$ cat src/rtl/klaw_pkg.sv
// Shared issue-stage definitions: datapath widths and the payload carried
// in the execute register.
package klaw_pkg;

    localparam int XLEN    = 32;
    localparam int ADR_W   = 6;
    localparam int NB_REGS = 32;
    localparam int CTRL_W  = 16;

    typedef struct packed {
        logic [XLEN-1:0]   rs1;
        logic [XLEN-1:0]   rs2;
        logic [ADR_W-1:0]  rd;
        logic              rd_use;
        logic [XLEN-1:0]   imm;
        logic [CTRL_W-1:0] ctrl;
    } ex_payload_t;

    // Register index to one-hot; indices beyond NB_REGS never occur.
    function automatic logic [NB_REGS-1:0] adr_onehot(input logic [ADR_W-1:0] adr);
        return NB_REGS'(1) << adr;
    endfunction

endpackage

$ cat src/rtl/operand_fetch_scoreboard.sv
// Pending-destination scoreboard: one busy bit per architectural register,
// register 0 never busy, set wins over any same-cycle clear.
module operand_fetch_scoreboard
    import klaw_pkg::*;
(
    input  logic               clk,
    input  logic               reset_n,
    input  logic               set_i,
    input  logic [ADR_W-1:0]   set_adr_i,
    input  logic               clr_i,
    input  logic [ADR_W-1:0]   clr_adr_i,
    input  logic               flush_clr_i,
    input  logic [ADR_W-1:0]   flush_clr_adr_i,
    input  logic [ADR_W-1:0]   q_rs1_adr_i,
    input  logic [ADR_W-1:0]   q_rs2_adr_i,
    input  logic [ADR_W-1:0]   q_rd_adr_i,
    output logic               pend_rs1_o,
    output logic               pend_rs2_o,
    output logic               pend_rd_o,
    output logic [NB_REGS-1:0] busy_o
);

    logic [NB_REGS-1:0] busy_q;
    logic [NB_REGS-1:0] busy_d;
    logic [NB_REGS-1:0] set_vec;
    logic [NB_REGS-1:0] clr_vec;
    logic [NB_REGS-1:0] pend_vec;

    always_comb begin
        set_vec = set_i ? adr_onehot(set_adr_i) : '0;
        clr_vec = '0;
        if (clr_i)       clr_vec = clr_vec | adr_onehot(clr_adr_i);
        if (flush_clr_i) clr_vec = clr_vec | adr_onehot(flush_clr_adr_i);
        busy_d    = (busy_q & ~clr_vec) | set_vec;
        busy_d[0] = 1'b0;
        // A register being written back this cycle is no longer a hazard.
        pend_vec  = busy_q & ~(clr_i ? adr_onehot(clr_adr_i) : '0);
    end

    always_ff @(posedge clk or negedge reset_n) begin
        if (!reset_n) busy_q <= '0;
        else          busy_q <= busy_d;
    end

    assign pend_rs1_o = |(pend_vec & adr_onehot(q_rs1_adr_i));
    assign pend_rs2_o = |(pend_vec & adr_onehot(q_rs2_adr_i));
    assign pend_rd_o  = |(pend_vec & adr_onehot(q_rd_adr_i));
    assign busy_o     = busy_q;

endmodule

$ cat src/rtl/operand_fetch.sv
// Issue stage: hazard check against the scoreboard, writeback bypass of
// register-file read data, and the registered hand-off into execute.
module operand_fetch
    import klaw_pkg::*;
(
    input  logic              clk,
    input  logic              reset_n,
    input  logic              dec_valid_i,
    output logic              dec_ready_o,
    input  logic [ADR_W-1:0]  dec_rs1_i,
    input  logic              dec_rs1_use_i,
    input  logic [ADR_W-1:0]  dec_rs2_i,
    input  logic              dec_rs2_use_i,
    input  logic [ADR_W-1:0]  dec_rd_i,
    input  logic              dec_rd_use_i,
    input  logic [XLEN-1:0]   dec_imm_i,
    input  logic [CTRL_W-1:0] dec_ctrl_i,
    output logic [ADR_W-1:0]  rf_adr0_o,
    input  logic [XLEN-1:0]   rf_data0_i,
    output logic [ADR_W-1:0]  rf_adr1_o,
    input  logic [XLEN-1:0]   rf_data1_i,
    input  logic              wb_valid_i,
    input  logic [ADR_W-1:0]  wb_adr_i,
    input  logic [XLEN-1:0]   wb_data_i,
    input  logic              flush_i,
    output logic              ex_valid_o,
    input  logic              ex_ready_i,
    output logic [XLEN-1:0]   ex_rs1_data_o,
    output logic [XLEN-1:0]   ex_rs2_data_o,
    output logic [ADR_W-1:0]  ex_rd_o,
    output logic              ex_rd_use_o,
    output logic [XLEN-1:0]   ex_imm_o,
    output logic [CTRL_W-1:0] ex_ctrl_o
);

    // Handshake: a transfer happens on a rising edge where valid & ready are
    // both high; valid never waits on ready, and an unaccepted execute entry
    // stays stable until ex_ready_i or flush_i.
    logic        ex_valid_q, ex_valid_d;
    ex_payload_t ex_q, ex_d;
    logic        pend_rs1, pend_rs2, pend_rd;
    logic        hazard;
    logic        accept;
    logic [XLEN-1:0] op1, op2;

    function automatic logic [XLEN-1:0] operand(input logic use_r, input logic [ADR_W-1:0] adr,
                                                 input logic [XLEN-1:0] rf_data);
        if (!use_r || adr == '0)              return '0;
        else if (wb_valid_i && wb_adr_i == adr) return wb_data_i;
        else                                   return rf_data;
    endfunction

    operand_fetch_scoreboard u_scoreboard (
        .clk             (clk),
        .reset_n         (reset_n),
        .set_i           (accept && dec_rd_use_i && dec_rd_i != '0),
        .set_adr_i       (dec_rd_i),
        .clr_i           (wb_valid_i),
        .clr_adr_i       (wb_adr_i),
        .flush_clr_i     (flush_i && ex_valid_q && ex_q.rd_use),
        .flush_clr_adr_i (ex_q.rd),
        .q_rs1_adr_i     (dec_rs1_i),
        .q_rs2_adr_i     (dec_rs2_i),
        .q_rd_adr_i      (dec_rd_i),
        .pend_rs1_o      (pend_rs1),
        .pend_rs2_o      (pend_rs2),
        .pend_rd_o       (pend_rd),
        .busy_o          ()
    );

    always_comb begin
        hazard      = (dec_rs1_use_i && pend_rs1) || (dec_rs2_use_i && pend_rs2)
                   || (dec_rd_use_i && pend_rd);
        dec_ready_o = !hazard && !flush_i && (!ex_valid_q || ex_ready_i);
        accept      = dec_valid_i && dec_ready_o;
        op1         = operand(dec_rs1_use_i, dec_rs1_i, rf_data0_i);
        op2         = operand(dec_rs2_use_i, dec_rs2_i, rf_data1_i);
        ex_valid_d  = ex_valid_q;
        ex_d        = ex_q;
        if (flush_i) begin
            ex_valid_d = 1'b0;
        end else if (accept) begin
            ex_valid_d  = 1'b1;
            ex_d.rs1    = op1;
            ex_d.rs2    = op2;
            ex_d.rd     = dec_rd_i;
            ex_d.rd_use = dec_rd_use_i;
            ex_d.imm    = dec_imm_i;
            ex_d.ctrl   = dec_ctrl_i;
        end else if (ex_ready_i) begin
            ex_valid_d = 1'b0;
        end
    end

    always_ff @(posedge clk or negedge reset_n) begin
        if (!reset_n) begin
            ex_valid_q <= 1'b0;
            ex_q       <= '0;
        end else begin
            ex_valid_q <= ex_valid_d;
            ex_q       <= ex_d;
        end
    end

    assign rf_adr0_o     = dec_rs1_i;
    assign rf_adr1_o     = dec_rs2_i;
    assign ex_valid_o    = ex_valid_q;
    assign ex_rs1_data_o = ex_q.rs1;
    assign ex_rs2_data_o = ex_q.rs2;
    assign ex_rd_o       = ex_q.rd;
    assign ex_rd_use_o   = ex_q.rd_use;
    assign ex_imm_o      = ex_q.imm;
    assign ex_ctrl_o     = ex_q.ctrl;

endmodule

$ cat config.mk
export PLATFORM = sky130hd
export DESIGN_NAME = operand_fetch
export DESIGN_NICKNAME = d
export VERILOG_FILES = /design/src/rtl/klaw_pkg.sv /design/src/rtl/operand_fetch_scoreboard.sv /design/src/rtl/operand_fetch.sv
export SDC_FILE = /design/constraint.sdc
export NUM_CORES = 1
export LEC_CHECK = 0
export ABC_AREA = 0
export CAP_MARGIN = 5
export CELL_PAD_IN_SITES_DETAIL_PLACEMENT = 0
export CELL_PAD_IN_SITES_GLOBAL_PLACEMENT = 2
export CORE_MARGIN = 4
export CORE_UTILIZATION = 28
export DETAILED_ROUTE_END_ITERATION = 7
export GPL_ROUTABILITY_DRIVEN = 0
export GPL_TIMING_DRIVEN = 0
export HOLD_SLACK_MARGIN = 0.1
export PLACE_DENSITY_LB_ADDON = 0.3
export SETUP_SLACK_MARGIN = 0.4
export SLEW_MARGIN = 10
export SYNTH_ARGS = -nofsm -noshare
export SYNTH_HDL_FRONTEND = slang
export SYNTH_SLANG_ARGS = --single-unit
$ cat constraint.sdc
create_clock -name clk -period 6.8 [get_ports clk]
set_clock_uncertainty 0.2 [all_clocks]
set_input_delay 2.04 -clock clk [delete_from_list [all_inputs] [get_ports clk]]
set_output_delay 2.04 -clock clk [all_outputs]
set_load 0.1 [all_outputs]
==> results of run 1 <==
## where the power goes
part | internal, uW | switching, uW | leakage [uW]
Clock | 562 | 434 | 0.000290
Combinational | 635 | 1540 | 0.00341
Sequential | 1060 | 110 | 0.00191
Total | 2260 | 2080 | 0.00561
## worst max path at each step
stage	start	to	slack, ns	cells after the start
6_report	wb_adr_i[2]	dec_ready_o	0.0005	9
5_1_grt	wb_adr_i[0]	dec_ready_o	-0.06	11
4_1_cts	wb_adr_i[5]	dec_ready_o	0.02	11
3_5_place_dp	wb_adr_i[5]	dec_ready_o	-2.00	10
3_3_place_gp	reset_n	u_scoreboard.busy_o[8]	-3.14	1
2_1_floorplan	wb_adr_i[2]	dec_ready_o	0.40	8
## kinds of logic after synthesis
kind of cell | synth area share, %
compound gates | 12.4
xor+xnor | 1.15
flops | 41.2
simple gates | 14.3
mux | 26.2
buf+inv | 4.76
## synth_stat cells (all sizes together), types with 3 or more instances
master	n
o21ai	63
or3b	5
nand2b	8
o211ai	13
o21bai	21
nand2	43
nor4	9
buf	30
clkbuf	42
nor4bb	4
nand3	16
nor2b	8
nor2	90
and3	3
inv	5
nand4	10
xnor2	6
mux2i	66
a211oi	4
dfrtp	151
a31oi	4
o221ai	4
a21oi	6
or3	6
nor4b	5
o41ai	10
o21a	6
o22ai	12
nand4b	4
mux2	118
o2111ai	8
o31ai	3
nor3b	6
nand3b	11
nor3	13
xor2	6
## per-stage QoR
stage               setup WS, ns  setup TNS, ns  std cells  hold slack [ns]  cell area (um2)
global placement           -3.14        -473.02       1586            0.287            12700
detailed placement         -2.00          -2.00       1588            0.291            12800
CTS                       0.0154              0       1633            0.308            13700
floorplan                  0.402              0        843            0.361             9180
finish                  0.000475              0       1634            0.306            13800
global route             -0.0557        -0.0557       1634            0.321            13800
## cell type report
cell class              count  area, um2  area share, %
plain buffers              72        447           3.24
clock buffers              18        439           3.19
clock inverters            14        165           1.20
inverters                   6       22.5          0.163
multi-input cells         614       5190           37.6
flip-flops and latches    151       3780           27.4
well taps                 442        553           4.01
repair buffers            317       3200           23.2
## per-layer routing
layer	share of wire, %	track usage [%]
met5	0	0
met4	2.5	6.36
met3	8.2	6.53
met2	48	34.0
met1	41	24.4
## flip-flops by register name, indices dropped and copies added, names as in the netlist
name	count
u_scoreboard.busy_o	31
ex_rd_o	6
ex_valid_o	1
ex_rs1_data_o	32
ex_rd_use_o	1
ex_imm_o	32
ex_ctrl_o	16
ex_rs2_data_o	32
## repair_timing
item	CTS	global route
gates resized for setup	94	21
setup buffers	12	1
cloned	1	0
endpoints found under the hold margin	0	0
pin swaps	17	1
setup endpoints to repair	1	1
==> impl_results.md, run 1 <==
* First-pass DRT Iterations at 5
* Share of post-route cells with drive strength above 1 at between 20% and 30%
* HP Class: reg2reg
* Leading cell type in the layout, fill and taps excluded: clkdlybuf4s50_1
* Clk sinks at 151
* Vias per cell at 4.97
* Primary FF master, synth: dfrtp_1
* H-tree depth at 4
* Final Setup Violations at 0
* RSZ-0062 raised after global routing: true
* Hold Startpoint: ex_imm_o[14]
* Clock-pin slew on the worst setup and hold paths at 0.06 ns
* Worst skew pair latency at 0.45 ns
* Crit-path max FO at 10
* Post-Syn Area per Cell at 10.9 um2
* Unique cell type count in the Yosys netlist at 64
* Global-route wire length before repair at about 55 mm
* Overflow after GRT at 0
* Site row count at 66
* Synth top area share at between 40% and 50%
* # IOs at 310
* # diodes at 0
* Most frequent cells in the layout: clkdlybuf4s50_1 (292), dfrtp_1 (151), mux2_4 (109)
* Drt first-iter violations at 448
* Area leader, netlist: dfrtp_1
* Hold endpoint: ex_imm_o[14]
* Port bufs at 301
* Fin nets at about 1400
* Critical path's top delay family: compound AO/OA/AOI/OAI gates
* Total GRT Usage at 20.1%
* Slew Viols, Final at 0
* Delay of the slowest critical-path stage at about 0.57 ns
* EDFF count, synth at 0
* Synth-to-layout area growth at 50.3%
* Die height at ~190 um
* CP max stage cell: o21ai_1
* Setup slack, reg-to-reg at 3.58 ns
* Worst r2r path cells at 11
* Crit path DAT at approximately 4.6 ns
* Hold Fails Final Rpt at 0
* DR vias at 8115
* Pwr Total at 4340 uW
* Final worst path period share at ~100%
* Max cap viols at 0
* VDD IR max at 177 uV
* Crit path cell chain: buf_2, nand3b_1, o21ai_1, o31ai_1, or3_1, nand4b_1, o22ai_4, o211a_4, buf_12
* TritonCTS clock tree: built
* Dominant cells by area after synthesis: dfrtp_1 (41%), mux2_4 (18%), mux2i_1 (7.2%)
* Worst reg2reg endpoint: ex_imm_o[27]
* Number of global-route vias before repair at 8584
* Slew margin rel. at 23.7%
* CTS root buf: clkbuf_16
* Antenna Nets Post-Route at 0
* Post-Syn Nets at 1020
* Cts hold-fix bufs at 0
* Reg2reg start: u_scoreboard.busy_o[1]
* Post-synth ARST share at 100%
* CP bufs+invs at 2
* Die X at 189 um
* Die area at 35700 um2
* Total routed wirelength at 36.8 mm
* Final Core Density at 42.5%
* Leak at 0.00561 uW
* Yosys warns at 0
* Post-Synthesis Cells at 843
* CP required at about 4.6 ns
* Cell Area, Synth at 9170 um2
* HPWL Detailed at between 20 and 30 mm
* Period minus WS final at 6.80 ns
* Yosys reg bits at 151
* Avg WL per Cell at between 20 and 25 um
* Clk buf depth at 2
* Core ar. at between 30000 and 40000 um2
* Worst Path Class, Setup: in2out
* Largest net degree at the start of global routing at 90
* Sequential element share of the synthesized area at 41.2%
* Setup crit end kind: output pin
* CTS Buf Count at 17
* Cell area power density at 315 nW/um2
* DRC violations left at 0
* CP startpoint kind: input pin
* Initial Utilization at around 28%
* Initial antenna violation count at 1
* Status: finished clean
* Number of fill cells at between 3000 and 4000
* Worst-Margin Slew at 1.14 ns
* Peak Freq at 147 MHz
* Hold path depth at 1
Power figures use the tool's default switching activity.
==> run 2, diff against run 1 <==
CORE_MARGIN = unset   (was 4)
SLEW_MARGIN = unset   (was 10)
==> run 2 against run 1 <==
  * Design area up 0.65%
  * Sequential power barely moved
  * Global-route usage rose by 1.1 points
  * Die area fell by 6.2%
  * Flip-flop and latch count unchanged
  * Utilization up 1.0 points
  * Routed wire length decreased by 3.1%
  * Critical path depth rose by 2
  * Via count is 1.0% higher
  * Critical endpoint unchanged
  * Largest cell class unchanged
  * Largest power group unchanged
==> impl_results.md, run 2 (same netlist as run 1, synthesis figures left out) <==
* Combinational share of power at 49.5% (-0.5 points)
* Avg WL per Cell at 21.9 um (-2.8%)
* Total GRT Usage at 21.2% (+1.1 points)
* Hold Startpoint: ex_imm_o[16]
* Seq pwr share at 26.8% (-0.2 points)
* Die height at 183 um (-3.2%)
* Clk buf depth at 2 (unchanged)
* Site row count at 65 (-1.5%)
* CP Depth at 11 (+2)
* Die area at 33500 um2 (-6.2%)
* Overflow after GRT at 0 (unchanged)
* Delay of the slowest critical-path stage at 0.62 ns (+0.05 ns)
* Cts hold-fix bufs at 0 (unchanged)
* Share of post-route cells with drive strength above 1 at 21.6% (+0.17 points)
* Slew Viols, Final at 0 (unchanged)
* Synth-to-layout area growth at 51.3%
* Final worst path period share at 99.9% (about the same)
* Clk sinks at 151 (unchanged)
* Setup crit end kind: output pin
* Critical path's top delay family: simple AND/OR/NAND/NOR gates
* Worst skew pair latency at 0.44 ns (about the same)
* CP required at 4.56 ns (about the same)
* Drt first-iter violations at 638 (+42%)
* CP bufs+invs at 4 (+2)
* Status: finished clean
* Number of global-route vias before repair at 8119 (-5.4%)
* Worst reg2reg endpoint: ex_ctrl_o[15]
* VDD IR max at 182 uV (+2.9%)
* Fin nets at 1357 (+0.074%)
* Max cap viols at 0 (unchanged)
* TritonCTS clock tree: built
* P_int at 2340 uW (+3.4%)
* Cell area power density at 316 nW/um2 (+0.31%)
* Hold endpoint: ex_imm_o[16]
* Vias per cell at 5.04 (+1.4%)
* Crit path DAT at 4.56 ns (about the same)
* HP Class: reg2reg
* Switching power total at 2040 uW (-1.7%)
* Pwr Total at 4380 uW (+0.97%)
* Worst Path Class, Setup: in2out
* Crit-path max FO at 6 (-4)
* Most frequent cells in the layout: clkdlybuf4s50_1 (293), dfrtp_1 (151), mux2_4 (109)
* Crit path from: wb_adr_i[0]
* Global-route wire length before repair at 52.6 mm (-3.8%)
* CTS root buf: clkbuf_16
* Hold path depth at 1 (unchanged)
* Post-route cell area at 13900 um2 (+0.65%)
* Clock-pin slew on the worst setup and hold paths at 0.06 ns (about the same)
* Leak at 0.00563 uW (+0.39%)
* HPWL Detailed at 26.7 mm (-5.1%)
* Antenna Nets Post-Route at 0 (unchanged)
* Leading cell type in the layout, fill and taps excluded: clkdlybuf4s50_1
* Worst r2r path cells at 11 (unchanged)
* DRC violations left at 0 (unchanged)
* DR vias at 8199 (+1.0%)
* Peak Freq at 147 MHz (about the same)
* Initial antenna violation count at 2 (+1)
* Setup slack, reg-to-reg at 3.60 ns (+0.02 ns)
* Slew margin rel. at 26.1% (+2.4 points)
* Clock network fraction of total power at 23.7% (+0.7 points)
* RSZ-0062 raised after global routing: true
* CTS Buf Count at 17 (unchanged)
* CP startpoint kind: input pin
* Net Sw Frac at 46.7% (-1.3 points)
* Placed Instance Area at 12800 um2 (-0.13%)
* # IOs at 310 (unchanged)
* Worst-Margin Slew at 1.11 ns (-0.0358 ns)
* CP max stage cell: or4b_4
* Period minus WS final at 6.80 ns (-0.00330 ns)
* Hold Fails Final Rpt at 0 (unchanged)
* H-tree depth at 4 (unchanged)
* Largest net degree at the start of global routing at 115 (+28%)
* Core ar. at 31900 um2 (-1.8%)
* Port bufs at 301 (unchanged)
* Crit path cell chain: buf_8, or4b_4, buf_16, o21ai_4, nor3_2, nor4_4, nand4_1, o41ai_4, buf_4, o211a_4, buf_12
* Final Setup Violations at 0 (unchanged)
* First-pass DRT Iterations at 6 (+1)
* Reg2reg start: u_scoreboard.busy_o[1]
* Total routed wirelength at 35.6 mm (-3.1%)
* Initial Utilization at 28.8% (+0.51 points)
* Die X at 183 um (-3.2%)
==> run 2: worst max-delay path by stage <==
stage,to,slack [ns]
4_1_cts,dec_ready_o,0.03
5_1_grt,dec_ready_o,-0.05
2_1_floorplan,dec_ready_o,0.40
6_report,dec_ready_o,0.004
3_5_place_dp,dec_ready_o,-1.99
3_3_place_gp,ex_imm_o[25],-3.29
==> run 2: area by class of cell <==
type | instances | area [um2]
Antenna cell | 1 | 2.50
Buffer | 72 | 448
Clock buffer | 21 | 460
Clock inverter | 10 | 168
Fill cell | 3110 | 18000
Inverter | 6 | 22.5
Multi-Input combinational cell | 614 | 5230
Sequential cell | 151 | 3780
Tap cell | 435 | 544
Timing Repair Buffer | 318 | 3230
==> run 2: power by group through the flow <==
stage          logic, uW  registers (uW)  clock network [uW]
2_1_floorplan        441            2280                   0
3_3_place_gp        2150            1180                   0
3_5_place_dp        2150            1180                   0
4_1_cts             2170            1170                1070
5_1_grt             2230            1200                1110
6_report            2170            1180                1040
==> run 2: metrics by stage <==
stage	hold WS, ns	std cells	utilization (%)	setup TNS [ns]	setup WS (ns)
6_report	0.311	1628	43.5	0	0.00378
2_1_floorplan	0.361	843	-	0	0.402
3_5_place_dp	0.291	1580	40.1	-1.99	-1.99
5_1_grt	0.329	1628	43.5	-0.0545	-0.0545
3_3_place_gp	0.289	1579	39.9	-493.39	-3.29
4_1_cts	0.313	1622	43.0	0	0.0316
==> run 2: timing repair <==
action	in CTS	in global routing
gates cloned	1	0
endpoints found under the setup margin	1	1
pin swaps	14	13
resized for setup	86	45
setup buffers	10	5
==> run 2: routing by layer <==
| layer | routed length (um) | part of all wire (%) | GRT usage (%) | up-vias |
|---|---|---|---|---|
| met5 | 13 | 0.037 | 0 | - |
| met2 | 17400 | 49 | 35.0 | 362 |
| met3 | 2570 | 7.2 | 5.64 | 40 |
| met4 | 662 | 1.9 | 6.83 | 2 |
| met1 | 15000 | 42 | 26.9 | 4032 |
| li1 | - | - | - | 3763 |
==> run 3, diff against run 2 <==
CELL_PAD_IN_SITES_DETAIL_PLACEMENT = unset   (was 0)
CELL_PAD_IN_SITES_GLOBAL_PLACEMENT = unset   (was 2)
CORE_UTILIZATION = 45   (was 28)
==> run 3 against run 2 <==
  * Critical path depth down 1
  * First-iteration DRC count up 56%
  * Total power up 0.49%
  * Flip-flop and latch count unchanged
  * Routed wire length down 8.1%
  * Register-to-register slack worse by 0.05 ns
  * Non-clock buffer count up 2
  * Design area down 1.6%
  * Global-route usage up 10 points
  * Hold slack worse by 0.0043 ns
  * Via count up 4.8%
  * Combinational power about the same
  * Critical endpoint unchanged
==> impl_results.md, run 3 (same netlist as run 1, synthesis figures left out) <==
* Number of fill cells at 1448 (-53%)
* Die area at 21000 um2 (-37%)
* Place WS at -1.76 ns (+0.238 ns)
* Status: finished clean
* First-pass DRT Iterations at 6 (unchanged)
* Slew margin rel. at 29.3% (+3.2 points)
* Crit path DAT at 4.53 ns (-0.03 ns)
* Reg2reg start: u_scoreboard.busy_o[1]
* CP required at 4.56 ns (about the same)
* Antenna Nets Post-Route at 0 (unchanged)
* Worst-Margin Slew at 1.06 ns (-0.0482 ns)
* Period minus WS final at 6.77 ns (-0.0267 ns)
* Fin nets at 1359 (+0.15%)
* Crit path from: dec_rs2_i[3]
* Core ar. at 19700 um2 (-38%)
* Total routed wirelength at 32.7 mm (-8.1%)
* Worst skew pair latency at 0.42 ns (-0.02 ns)
* HP Class: reg2reg
* Share of post-route cells with drive strength above 1 at 22.1% (+0.45 points)
* Leak at 0.00564 uW (+0.15%)
* Final Non-Filler Cells at 1461 (-10%)
* Drt first-iter violations at 998 (+56%)
* Worst Path Class, Setup: in2out
* VDD IR max at 224 uV (+23%)
* Overflow after GRT at 0 (unchanged)
* Synth-to-layout area growth at 49.0%
* Leading cell type in the layout, fill and taps excluded: clkdlybuf4s50_1
* Hold Fails Final Rpt at 0 (unchanged)
* # IOs at 310 (unchanged)
* Setup slack, reg-to-reg at 3.55 ns (-0.05 ns)
* Most frequent cells in the layout: clkdlybuf4s50_1 (293), dfrtp_1 (151), mux2_4 (109)
* Max cap viols at 0 (unchanged)
* RSZ-0062 raised after global routing: true
* Slew Viols, Final at 0 (unchanged)
* Worst r2r path cells at 11 (unchanged)
* CTS Buf Count at 17 (unchanged)
* Largest net degree at the start of global routing at 87 (-24%)
* Cell area power density at 322 nW/um2 (+2.1%)
* DRC violations left at 0 (unchanged)
* HPWL Detailed at 23.9 mm (-10%)
* Setup crit end kind: output pin
* Total GRT Usage at 31.4% (+10 points)
* Min setup slack post-route at 0.0305 ns (+0.0267 ns)
* Clk sinks at 151 (unchanged)
* Port bufs at 301 (unchanged)
* Clk buf depth at 2 (unchanged)
* Die height at 145 um (-21%)
* Peak Freq at 148 MHz (+0.39%)
* Crit-path max FO at 10 (+4)
* CP startpoint kind: input pin
* CTS root buf: clkbuf_16
* Cts hold-fix bufs at 0 (unchanged)
* DR vias at 8595 (+4.8%)
* Clock-pin slew on the worst setup and hold paths at 0.07 ns (about the same)
* TritonCTS clock tree: built
* Number of global-route vias before repair at 8462 (+4.2%)
* Placed instance count at 1410 (-11%)
* H-tree depth at 4 (unchanged)
* Site row count at 51 (-22%)
* Vias per cell at 5.88 (+17%)
* Avg WL per Cell at 22.4 um (+2.4%)
* Global-route wire length before repair at 48.7 mm (-7.3%)
* Fin Setup TNS at 0 ns (unchanged)
* Worst reg2reg endpoint: ex_rs2_data_o[31]
* Initial antenna violation count at 1 (-1)
* Final Core Density at 69.3% (+26 points)
* Final worst path period share at 99.6% (-0.39 points)
* Die X at 145 um (-21%)
* Initial Utilization at 46.5% (+18 points)
* Crit path to: dec_ready_o
* Final Setup Violations at 0 (unchanged)
## run 3: what timing repair did
item,in CTS,in global routing
buffers inserted,9,7
pin swaps,16,9
setup endpoints to repair,1,1
resized for setup,89,42
gates cloned,1,0
## run 3: area by class of cell
class	count	area, um2	share of cell area [%]
diodes	1	2.50	0.0183
plain buffers	72	460	3.37
well taps	265	332	2.43
repair buffers	320	3210	23.5
clock buffers	20	467	3.42
multi-input cells	614	5200	38.1
clock inverters	12	188	1.37
inverters	6	22.5	0.165
flip-flops and latches	151	3780	27.7
## run 3: through the flow
step / hold slack (ns) / power, uW / cell area [um2]
final: 0.306 / 4400 / 13700
after global routing: 0.325 / 4520 / 13700
after CTS: 0.309 / 4400 / 13500
after detailed placement: 0.292 / 3310 / 12600
after global placement: 0.289 / 3290 / 12500
after floorplan: 0.361 / 2720 / 9180
## run 3: layer usage
layer | part of all wire [%] | vias up | routed length, um | track usage (%)
met5 | 0 | - | 0 | 0
met4 | 4.6 | 0 | 1510 | 14.8
met3 | 9.5 | 145 | 3110 | 8.39
met2 | 47 | 587 | 15500 | 50.1
met1 | 39 | 4091 | 12600 | 39.4
li1 | - | 3772 | - | -
## run 3: report_power, final
part | switching (uW) | internal, uW | total [uW] | leakage, uW
Sequential | 122 | 1060 | 1180 | 0.00191
Clock | 408 | 652 | 1060 | 0.000320
Combinational | 1520 | 637 | 2160 | 0.00341
Total | 2050 | 2350 | 4400 | 0.00564
## run 3: worst min path at each step
stage	end	slack, ns	start	cells after the start
final	ex_rs2_data_o[2]	0.31	ex_rs2_data_o[2]	1
after global routing	ex_imm_o[8]	0.32	ex_imm_o[8]	1
after CTS	ex_rs2_data_o[2]	0.31	ex_rs2_data_o[2]	1
after detailed placement	ex_rs2_data_o[9]	0.29	ex_rs2_data_o[9]	1
after global placement	ex_rs2_data_o[4]	0.29	ex_rs2_data_o[4]	1
after floorplan	u_scoreboard.busy_o[19]	0.36	u_scoreboard.busy_o[19]	2
## run 3: critical path: stages
cell and delay [ns]:
clkdlybuf4s50_1 0.53, clkbuf_2 0.24, nor4bb_1 0.62, o2111ai_1 0.25, nand4_1 0.17, nor4_1 0.08, nand4b_1 0.15, o22ai_4 0.10
o211a_4 0.17, buf_12 0.16
